[src/rtl/rr_arbiter_q.sv]
//------------------------------------------------------------------------------
// Module  : rr_arbiter_q
// Brief   : Round-robin arbiter that multiplexes PORTS four-phase (RTZ)
//           req/ack client handshakes onto one downstream req/ack pair.
//           Each grant owns the downstream link until its handshake has
//           returned to zero. A burst quota lets a port win up to QUOTA
//           consecutive handshakes before the pointer rotates past it.
//           Optional grant lock: define ARB_LOCK_EN to add the locks_in
//           port. A completing handshake with its lock bit set then pins
//           arbitration to that port.
// Rev     : 1.0  initial release
//------------------------------------------------------------------------------
`default_nettype none

module rr_arbiter_q #(
  parameter int ID         = 0,  // router identifier, debug naming only
  parameter int SUBID      = 0,  // instance identifier, debug naming only
  parameter int PORTS      = 5,  // number of clients, 2..255
  parameter int PORT_BITS  = 3,  // 2**PORT_BITS >= PORTS
  parameter int QUOTA      = 1,  // consecutive wins per port, 1..255
  parameter int QUOTA_BITS = 8   // 2**QUOTA_BITS > QUOTA
) (
  input  logic                 clk,
  input  logic                 reset_n,
  input  logic [PORTS-1:0]     reqs_in,
  output logic [PORTS-1:0]     acks_in,
  output logic                 req_out,
  input  logic                 ack_out,
  output logic [PORT_BITS-1:0] selected,
  output logic                 active
`ifdef ARB_LOCK_EN
  ,
  input  logic [PORTS-1:0]     locks_in
`endif
);

  // Arbiter state: IDLE searches for a winner, BUSY forwards one handshake.
  localparam logic [0:0] c_IDLE = 1'b0;
  localparam logic [0:0] c_BUSY = 1'b1;

  // Extended-width copies of the sizing parameters, so that pointer and
  // counter arithmetic never overflows before the compare.
  localparam logic [PORT_BITS:0]  c_PORTS = (PORT_BITS+1)'(PORTS);
  localparam logic [QUOTA_BITS:0] c_QUOTA = (QUOTA_BITS+1)'(QUOTA);

  logic [0:0]           r_state;
  logic [PORT_BITS-1:0] r_sel;      // current / last granted port
  logic [PORT_BITS-1:0] r_ptr;      // first port searched in IDLE
  logic [QUOTA_BITS-1:0] r_bcnt;    // completed wins of r_sel in this burst
  logic                 r_req_out;
  logic [PORTS-1:0]     r_acks;
`ifdef ARB_LOCK_EN
  logic                 r_lock;     // arbitration pinned to r_sel
`endif

  logic                 w_found;    // some eligible request exists
  logic [PORT_BITS-1:0] w_win;      // first eligible port from r_ptr
  logic [PORT_BITS:0]   w_scan_idx; // scratch index for the rotating search
  logic                 w_done;     // handshake has returned to zero
  logic [QUOTA_BITS:0]  w_bcnt_inc;
  logic                 w_under_quota;
  logic [PORT_BITS:0]   w_sel_inc;
  logic [PORT_BITS-1:0] w_ptr_adv;  // port after r_sel, wrapping at PORTS
  logic [PORTS-1:0]     w_ack_vec;  // ack_out steered to the owner only

  // Rotating priority search. The scan walks backwards from the farthest
  // candidate so that the nearest requester to r_ptr is the last to write.
  always_comb begin
    w_found    = 1'b0;
    w_win      = '0;
    w_scan_idx = '0;
    for (int k = PORTS - 1; k >= 0; k--) begin
      w_scan_idx = {1'b0, r_ptr} + (PORT_BITS+1)'(k);
      if (w_scan_idx >= c_PORTS) begin
        w_scan_idx = w_scan_idx - c_PORTS;
      end
      if (reqs_in[w_scan_idx[PORT_BITS-1:0]]) begin
        w_found = 1'b1;
        w_win   = w_scan_idx[PORT_BITS-1:0];
      end
    end
`ifdef ARB_LOCK_EN
    // A held lock hides every other requester.
    if (r_lock) begin
      w_found = reqs_in[r_sel];
      w_win   = r_sel;
    end
`endif
  end

  // Completion detect and the pointer/quota arithmetic used when it fires.
  always_comb begin
    w_done        = (r_state == c_BUSY) && !reqs_in[r_sel] && !ack_out;
    w_bcnt_inc    = {1'b0, r_bcnt} + (QUOTA_BITS+1)'(1);
    w_under_quota = (w_bcnt_inc < c_QUOTA);
    w_sel_inc     = {1'b0, r_sel} + (PORT_BITS+1)'(1);
    w_ptr_adv     = (w_sel_inc >= c_PORTS) ? '0 : w_sel_inc[PORT_BITS-1:0];
  end

  // Downstream acknowledge routed back to the owning client only.
  always_comb begin
    w_ack_vec = '0;
    for (int p = 0; p < PORTS; p++) begin
      w_ack_vec[p] = ack_out && (r_sel == PORT_BITS'(p));
    end
  end

  // Handshake forwarding: grant in IDLE, mirror req/ack in BUSY, release
  // at completion. Reset abandons any in-flight handshake.
  always_ff @(posedge clk) begin
    if (!reset_n) begin
      r_state   <= c_IDLE;
      r_sel     <= '0;
      r_req_out <= 1'b0;
      r_acks    <= '0;
    end else begin
      case (r_state)
        c_IDLE: begin
          if (w_found) begin
            r_sel     <= w_win;
            r_req_out <= 1'b1;
            r_state   <= c_BUSY;
          end
        end
        c_BUSY: begin
          if (w_done) begin
            r_req_out <= 1'b0;
            r_acks    <= '0;
            r_state   <= c_IDLE;
          end else begin
            r_req_out <= reqs_in[r_sel];
            r_acks    <= w_ack_vec;
          end
        end
        default: begin
          r_state   <= c_IDLE;
          r_req_out <= 1'b0;
          r_acks    <= '0;
        end
      endcase
    end
  end

  // Fairness state: pointer, burst counter and (optionally) the lock.
  // A grant to a different port starts a fresh burst; each completion
  // either keeps priority on the winner or rotates past it.
  always_ff @(posedge clk) begin
    if (!reset_n) begin
      r_ptr  <= '0;
      r_bcnt <= '0;
`ifdef ARB_LOCK_EN
      r_lock <= 1'b0;
`endif
    end else if (r_state == c_IDLE) begin
      if (w_found && (w_win != r_sel)) begin
        r_bcnt <= '0;
      end
    end else if (w_done) begin
`ifdef ARB_LOCK_EN
      if (locks_in[r_sel]) begin
        // Locked completion bypasses the quota entirely.
        r_lock <= 1'b1;
        r_ptr  <= r_sel;
      end else begin
        r_lock <= 1'b0;
        if (w_under_quota) begin
          r_bcnt <= w_bcnt_inc[QUOTA_BITS-1:0];
          r_ptr  <= r_sel;
        end else begin
          r_bcnt <= '0;
          r_ptr  <= w_ptr_adv;
        end
      end
`else
      if (w_under_quota) begin
        r_bcnt <= w_bcnt_inc[QUOTA_BITS-1:0];
        r_ptr  <= r_sel;
      end else begin
        r_bcnt <= '0;
        r_ptr  <= w_ptr_adv;
      end
`endif
    end
  end

  assign acks_in  = r_acks;
  assign req_out  = r_req_out;
  assign selected = r_sel;
  assign active   = (r_state == c_BUSY);

endmodule

`default_nettype wire

[config.mk]
export PLATFORM = sky130hd
export DESIGN_NAME = rr_arbiter_q
export DESIGN_NICKNAME = d
export VERILOG_FILES = /design/src/rtl/rr_arbiter_q.sv
export SDC_FILE = /design/constraint.sdc
export NUM_CORES = 1
export LEC_CHECK = 0
export ABC_AREA = 1
export CAP_MARGIN = 20
export CORE_MARGIN = 2
export CORE_UTILIZATION = 54
export CTS_CLUSTER_DIAMETER = 60
export DETAILED_ROUTE_END_ITERATION = 8
export HOLD_SLACK_MARGIN = 0.15
export MAX_ROUTING_LAYER = met4
export PLACE_DENSITY = 0.79
export SLEW_MARGIN = 20
export SYNTH_ARGS = -nofsm -noshare
export SYNTH_HDL_FRONTEND = slang
export SYNTH_SLANG_ARGS = --single-unit
[constraint.sdc]
create_clock -name clk -period 3.5 [get_ports clk]
set_input_delay 0.7 -clock clk [delete_from_list [all_inputs] [get_ports clk]]
set_output_delay 0.7 -clock clk [all_outputs]
set_load 0.05 [all_outputs]
---- Word-level counts from Yosys, hierarchy flattened ----
Index checks and enable logic that the tools add are counted.
word-level totals
  bits in registers ....................... 21
  input bits .............................. 8
operators by class
  add/sub/neg operators ................... 11
  $lt $le $gt $ge ......................... 13
  equal/unequal tests ..................... 7
  mux-type cells .......................... 40
  bitwise gates (word level) .............. 1
  reductions and logical operators ........ 15
operators by type and width
  kind                                                                count
  2-to-1 mux 3 bit                                                    12
  2-to-1 mux 8 bit                                                    4
  < comparator 3 x 4 -> 1 bit (second input constant)                 6
  greater-or-equal comparator 4 x 3 -> 1 bit (second input constant)  5
  binary-select mux 1 bit (select 3 bit)                              6
  2-to-1 mux 1 bit                                                    15
  subtractor 3 bit (second input constant)                            5
  adder 8 x 1 -> 9 bit (second input constant)                        1
  < comparator 9 x 1 -> 1 bit (second input constant)                 1
  adder 3 x 1 -> 4 bit (second input constant)                        2
  adder 3 x 2 -> 4 bit (second input constant)                        2
  logical AND 1 bit                                                   8
  == test 3 x 2 -> 1 bit (second input constant)                      2
  AND reduction 2 bit                                                 3
  2-to-1 mux 5 bit                                                    1
  adder 3 x 3 -> 4 bit (second input constant)                        1
  one-hot mux 1 bit (2 select lines)                                  2
  == test 3 x 1 -> 1 bit (second input constant)                      1
  == test 3 bit (second input constant)                               1
  greater-or-equal comparator 3 bit (second input constant)           1
  zero test 3 bit                                                     1
  != test 3 bit                                                       1
  zero test 1 bit                                                     2
  != test 2 x 1 -> 1 bit (second input constant)                      1
  3 further kinds                                                     3

---- Longest topological paths before layout ----
Gate-level depths: netlist (run 1).
  word-level depth ........................ 14
  mapped depth ............................ 28
  mapped depth without buffers ............ 28

---- Worst setup path before layout (run 1) ----
Ideal clock, no wire load.
  kind .................................... register to register
  start ................................... reg r_ptr[1]
  end ..................................... reg r_bcnt[0]
  arrival ................................. 2.555 ns
  data required time ...................... 3.386 ns
  slack ................................... 0.831 ns
  cell stages (with the launch flop) ...... 25
  period minus slack after synthesis ...... 2.669 ns
  cells stage by stage .................... dfxtp_1 > inv_1 > ha_1 > ha_1 > nand2_1 > nand2_4 > nand2_1 > o21ai_2 > nand3_1 > nand2_1 > nand2_1 > o21ai_1 > nand2_1 > nand2_1 > nand2_1 > nand2_1 > nand2_1 > nand2_1 > nand2_1 > nand2_1 > inv_1 > nand2_1 > nand2_2 > inv_2 > nor2_2
on the way
  word-level cells in the longest chain between the ends .. 14
  elaborated cells on any way between the ends .. 43
ends and longest elaborated chain
  item                                                                                   line    source
  start: declaration                                                                     48      logic [PORT_BITS-1:0] r_ptr;
  start signal: assignment                                                               177     r_ptr <= r_sel;
  start signal: assignment                                                               180     r_ptr <= w_ptr_adv;
  adder 3 x 3 -> 4 bit                                                                   73      w_scan_idx = {1'b0, r_ptr} + (PORT_BITS+1)'(k);
  greater-or-equal comparator 4 x 3 -> 1 bit / subtractor 3 bit (equally long branches)  74, 75
  2-to-1 mux 3 bit                                                                       74      if (w_scan_idx >= c_PORTS) begin
  binary-select mux 1 bit (select 3 bit)                                                 77      if (reqs_in[w_scan_idx[PORT_BITS-1:0]]) begin
  2-to-1 mux 1 bit (implied by the code)                                                 77
  2-to-1 mux 3 bit (5 in series)                                                         77
  != test 3 bit                                                                          155     if (w_found && (w_win != r_sel)) begin
  logical AND 1 bit (*)                                                                  155
  nonzero test 2 bit (no line) (*)                                                       -
  AND reduction 2 bit (no line) (*)                                                      -
  end signal: assignment                                                                 176     r_bcnt <= w_bcnt_inc[QUOTA_BITS-1:0];
  end: declaration                                                                       49      logic [QUOTA_BITS-1:0] r_bcnt;
Every way passes the cells marked *; elsewhere a longest branch is shown, timed or not. The select of a mux whose other input is x is not followed.
A chain may end at the register's enable or synchronous reset.

---- Worst setup path after layout (run 1) ----
Same ends and word-level chain as after synthesis.

==> flow_summary.toml, run 1 <==
[final_layout]
drive_gt1_frac = 0.1027
n_antenna_cell = 0
area_growth_pct = 12.57
nets = 355
finish.utilization = 0.6399

[yosys]
yosys_warnings = 0
synth_top_area_frac = 0.2199
synthTopCellsByArea = "dfxtp_1 22%, nand2_1 19%, nand3_1 10%"
synth_cells = 313
synth_cell_types = 34
avgSynthCellArea_um2 = 6.108
synth_flop_cell = "dfxtp_1"
syn_nets = 336
synth_edf_count = 0
synthesis.area_um2 = 1912
yosysSeqAreaShare = 0.2199
synth_seq_cells = 21
async_reset_ff_frac = 0
yosysTopAreaCell = "dfxtp_1"

[global_routing]
use_met1 = 0.3502
use_met3 = 0.03214
met2_usage = 0.3829
top_usage_layer = "met2"
grt_max_degree = 15
grt_pass1_vias = 1780
track_usage = 0.2438
globalRouteOverflowTotal = 0
grt_pass1_wl_mm = 7.893
antenna_found_initial = 0

[critical_path]
path_cells = "inv_1, ha_1, ha_1, nand2_1, nand2_4, nand2_1, nand2_1, nand3_1, nor2_1, inv_1, nand2_1, nor3_1, a31oi_1, nand2_2, inv_2, nor2_2"
cpPeakStageDelay_ns = 0.44
arrival_ns = 3.21
cpMostUsedCell = "nand2_1"
critPathKind = "reg2reg"
endpoint_kind = "flip-flop"
start_kind = "flip-flop"
cp.required_ns = 3.71
cp_slowest_cell = "dfxtp_2"
path_max_fanout = 8

[clock_tree]
cts-root-buf = "clkbuf_4"
htreeDepth = 1
post_cts.repair.setup_buffers = 0
clk_pin_slew_ns = 0.11
clkSinkCount = 21
cts_tree = "built"
clockBufferDepth = 2
cts_buffers = 3
postCtsHoldBufs = 0
clk_latency_ns = 0.30

[placed_design]
io_buffers = 17
gp_congestion = 0.8799
place_hpwl_mm = 3.593

[run_status]
status = "complete, no violations"

[sta]
worst_clock_skew_ns = 0.0009692
fmax_mhz = 333.5
tightestPinTransition_ns = 0.5680
rsz0062_at_grt = "false"
fin_crit_ns = 2.998
maxSlewViolCount = 0
setup_tns_ns = 0
slew_headroom = 0.6196
finalHoldViolCount = 0
period_share = 0.8566
finalSetupViolCount = 0
whs_ns = 0.4662

[route]
vias = 2028
wl_per_cell_um = 12.08
wirelength_mm = 4.553
viasPerCell = 5.379
drt-initial-drc-count = 138
drc = 0
drtAntennaViolNets = 0
firstDrtPassIters = 4

[power]
p_leak_nw = 1.023
powerDensity_nw_per_um2 = 870.1
irDropWorstVdd_v = 0.0003708

[floorplanning]
fp.dieW_um = 63.50
core-area_um2 = 3363
rows = 21
initial_core_util = 0.5685
die_area_um2 = 4032
ios = 18
fp.dieH_um = 63.50

[flow_run]
cap_violations = 0

[min_path]
hp-class = "reg2reg"
-- routing by layer --
layer	wire (um)	vias to the layer above
li1	-	1064
met1	2364	914
met2	1991	48
met3	180	2
met4	15	0
met5	0	-
-- layout make-up --
cell class | instances | area, um^2
Multi-Input combinational cell | 245 | 1306
Fill cell | 338 | 1211
Sequential cell | 21 | 421.7
Timing Repair Buffer | 18 | 177.7
Inverter | 43 | 161.4
Tap cell | 46 | 57.56
Clock buffer | 3 | 22.52
Clock inverter | 1 | 5.005
-- power by group --
part	internal (W)	leakage, nW	switching (W)	total, W
registers	0.000281	0.172	0.0000655	0.000346
logic	0.000456	0.833	0.000956	0.00141
clock network	0.0000426	0.0177	0.0000714	0.000114
-- state kept, by name (all words and copies together), names as in the netlist --
signal,cells
r_ptr,3
req_out,1
selected,3
active,1
acks_in,5
r_bcnt,8
-- final timing paths --
check,start,end,slack [ns],cells past startpoint
max,r_ptr[1]$_SDFFE_PN0P_,r_bcnt[0]$_SDFFE_PN0P_,0.50,16
min reg2reg,r_bcnt[3]$_SDFFE_PN0P_,r_bcnt[3]$_SDFFE_PN0P_,0.47,2
min,r_bcnt[3]$_SDFFE_PN0P_,r_bcnt[3]$_SDFFE_PN0P_,0.47,2
max reg2reg,r_ptr[1]$_SDFFE_PN0P_,r_bcnt[0]$_SDFFE_PN0P_,0.50,16
-- what timing repair did --
item / in CTS / in global routing
resized for setup: 0 / 1
setup endpoints to repair: 0 / 6
endpoints found under the hold margin: 0 / 0
-- kinds of logic (layout without fill, tap and decap cells) --
| family | Yosys count | count (layout) | share of synthesized area |
|---|---|---|---|
| AOI/OAI and AO/OA | 53 | 53 | 0.1505 |
| xor gates and xnor gates | 2 | 2 | 0.01309 |
| buffers and inverters | 47 | 65 | 0.09686 |
| adders and majority gates | 15 | 15 | 0.1021 |
| and+or+nand+nor | 175 | 175 | 0.4175 |
| DFF | 21 | 21 | 0.2199 |
-- cell usage in the layout, fill, tap and decap left out, drive strengths merged --
cell,Yosys,final
a21oi,17,17
a31o,1,1
a31oi,1,1
a32oi,1,1
buf,2,1
clkbuf,2,3
clkdlybuf4s50,0,17
clkinv,0,1
dfxtp,21,21
fa,1,1
ha,14,14
inv,43,43
nand2,103,103
nand3,42,42
nand3b,2,2
nand4,5,5
nor2,17,17
nor3,3,3
nor3b,1,1
nor4,2,2
o211ai,1,1
o21ai,30,30
o22ai,1,1
o31ai,1,1
xnor2,1,1
xor2,1,1
-- metrics by stage --
step,power (W),instances,instance area [um^2],setup slack [ns]
2_1_floorplan,0.001439,313,1912,0.8311
6_report,0.001873,377,2152,0.5019
3_3_place_gp,0.001726,373,2123,0.4197
4_1_cts,0.001852,377,2151,0.4001
3_5_place_dp,0.001737,373,2123,0.4117
5_1_grt,0.002088,377,2152,0.1407
-- Yosys cell counts, types with 6 or more instances --
library cell,number
inv_1,36
dfxtp_1,21
ha_1,14
nand2_1,95
nor2_2,6
o21ai_0,20
inv_2,7
a21oi_1,16
nor2_1,11
nand2_2,7
nand3_1,40
o21ai_1,9
-- worst max-delay path: cells and delay by family (launching register included) --
| kind | cells | cell delay [ns] |
|---|---|---|
| AOI/OAI and AO/OA | 1 | 0.44 |
| DFF | 1 | 0.44 |
| buffers and inverters | 3 | 0.41 |
| and+or+nand+nor | 10 | 0.99 |
| adders and majority gates | 2 | 0.61 |
Note: power is estimated with default switching activity, not from simulation.
==> run 2, diff against run 1 <==
Settings changed: SKIP_LAST_GASP set to 1.
==> results of run 2 <==
Same layout as run 1: the final DEF is identical, and so are final timing and power.
==> run 3, diff against run 2 <==
Settings changed: CORE_MARGIN 2 to unset, CORE_UTILIZATION 54 to 53, PLACE_DENSITY 0.79 to 0.78.
==> run 3 against run 2 <==
Global-route usage rose by 1.3 points. Count of clock-buffer cells in the layout did not move. Clock power rose by 4%. Routed wire length fell by 3.5%. Sequential power barely moved. Sequential share of layout area barely moved. Power fell by 0.57%. Non-clock buffer count did not move. Flip-flop and latch count did not move. Register-to-register slack got worse by 0.07 ns. First-iteration DRC count fell by 20%.
==> flow_summary.toml, run 3 (synthesis results as in run 1) <==
[final_layout]
final_cell_mix = "95 x nand2_1, 40 x nand3_1, 36 x inv_1"
finish.utilization = 0.6357
area_growth_pct = 12.70
area.sequential_um2 = 421.7
nFillCells = 331
multi_input_area_um2 = 1306
largest-register = "r_bcnt"
largest_register_ffs = 8
nets = 355
layout_commonest_cell = "nand2_1"
drive_gt1_frac = 0.1027
n_antenna_cell = 0

[min_path]
hp-class = "reg2reg"
hp-start = "r_bcnt[4]$_SDFFE_PN0P_"

[sta]
fin_crit_ns = 3.068
tightestPinTransition_ns = 0.5984
finalSetupViolCount = 0
worst_clock_skew_ns = 0.003063
period_share = 0.8765
whs_ns = 0.4711
setup_tns_ns = 0
maxSlewViolCount = 0
rsz0062_at_grt = "false"
slew_headroom = 0.5992
fmax_mhz = 326.0
postLayoutSetupSlackWorst_ns = 0.4322
finalHoldViolCount = 0

[critical_path]
reg2reg_from = "r_ptr[1]$_SDFFE_PN0P_"
path_max_fanout = 8
critPathKind = "reg2reg"
arrival_ns = 3.28
cpMostUsedCell = "nand2_1"
cp.required_ns = 3.71
cpPeakStageDelay_ns = 0.45
endpoint_kind = "flip-flop"
path_cells = "inv_1, ha_1, ha_1, nand2_1, nand2_4, nand2_1, nand2_1, nand3_1, nor2_1, inv_1, nand2_1, nor3_1, a31oi_1, nand2_2, inv_2, nor2_2"
startpoint = "r_ptr[1]$_SDFFE_PN0P_"
start_kind = "flip-flop"
cp_slowest_cell = "a31oi_1"

[global_routing]
track_usage = 0.2571
grt_pass1_wl_mm = 7.224
antenna_found_initial = 0
grt_max_degree = 15
grt_pass1_vias = 1647
globalRouteOverflowTotal = 0

[clock_tree]
cts-root-buf = "clkbuf_4"
cts_buffers = 3
clkSinkCount = 21
htreeDepth = 1
clk_pin_slew_ns = 0.12
cts_tree = "built"
post_cts.repair.setup_buffers = 0
clockBufferDepth = 2
clk_latency_ns = 0.30

[placed_design]
dp_slack_ns = 0.3188
place_hpwl_mm = 3.571
gp_congestion = 0.8847
io_buffers = 17

[floorplanning]
fp.dieH_um = 62.06
fp.dieW_um = 62.06
core-area_um2 = 3390
die_area_um2 = 3851
initial_core_util = 0.5640
rows = 21
ios = 18

[power]
powerDensity_nw_per_um2 = 864.1
irDropWorstVdd_v = 0.0003193
p_total_w = 0.001862
p_leak_nw = 1.019

[route]
firstDrtPassIters = 5
wirelength_mm = 4.392
viasPerCell = 5.218
vias = 1967
drtAntennaViolNets = 0
wl_per_cell_um = 11.65
drc = 0
drt-initial-drc-count = 111

[run_status]
status = "complete, no violations"

[flow_run]
cap_violations = 0
## run 3: worst max-delay path, delay by kind of cell (launching register included)
kind	cells	cell delay (ns)
AOI/OAI and AO/OA	1	0.45
adders and majority gates	2	0.60
buffers and inverters	3	0.42
DFF	1	0.44
and+or+nand+nor	10	1.06
## run 3: final timing paths
kind | depth (start not counted) | slack (ns) | to
worst max register to register | 16 | 0.43 | r_bcnt[7]$_SDFFE_PN0P_
worst min register to register | 2 | 0.47 | r_bcnt[4]$_SDFFE_PN0P_
worst min-delay path | 2 | 0.47 | r_bcnt[4]$_SDFFE_PN0P_
worst max-delay path | 16 | 0.43 | r_bcnt[7]$_SDFFE_PN0P_
## run 3: where the power goes
part | switching (W) | leakage, nW | internal (W) | total [W]
logic | 0.000941 | 0.833 | 0.000456 | 0.00140
clock network | 0.0000759 | 0.0139 | 0.0000435 | 0.000119
registers | 0.0000642 | 0.172 | 0.000281 | 0.000345
total | 0.00108 | 1.02 | 0.000781 | 0.00186
## run 3: per-layer routing
metal  vias to the layer above  wire (um)  global-route usage
met3                         0        195             0.04555
li1                       1064          -                   -
met5                         -          0                   -
met4                         0          0             0.02222
met2                        48       1902              0.3891
met1                       855       2294              0.3693
## run 3: final cells by class
class / instances / area share
multi-input cells: 245 / 0.6063
clock buffers: 3 / 0.01045
clock inverters: 1 / 0.003484
inverters: 43 / 0.07491
flip-flops and latches: 21 / 0.1957
well taps: 46 / 0.02671
repair buffers: 18 / 0.08246
## run 3: repair_timing
action                     CTS  global route
gates resized for setup      0             1
hold buffers                 0             0
setup endpoints to repair    0             8
## run 3: stage by stage
stage	cell area, um^2	cells
after floorplan	1912	313
after global placement	2123	373
after detailed placement	2123	373
after CTS	2153	377
after global routing	2155	377
final	2155	377
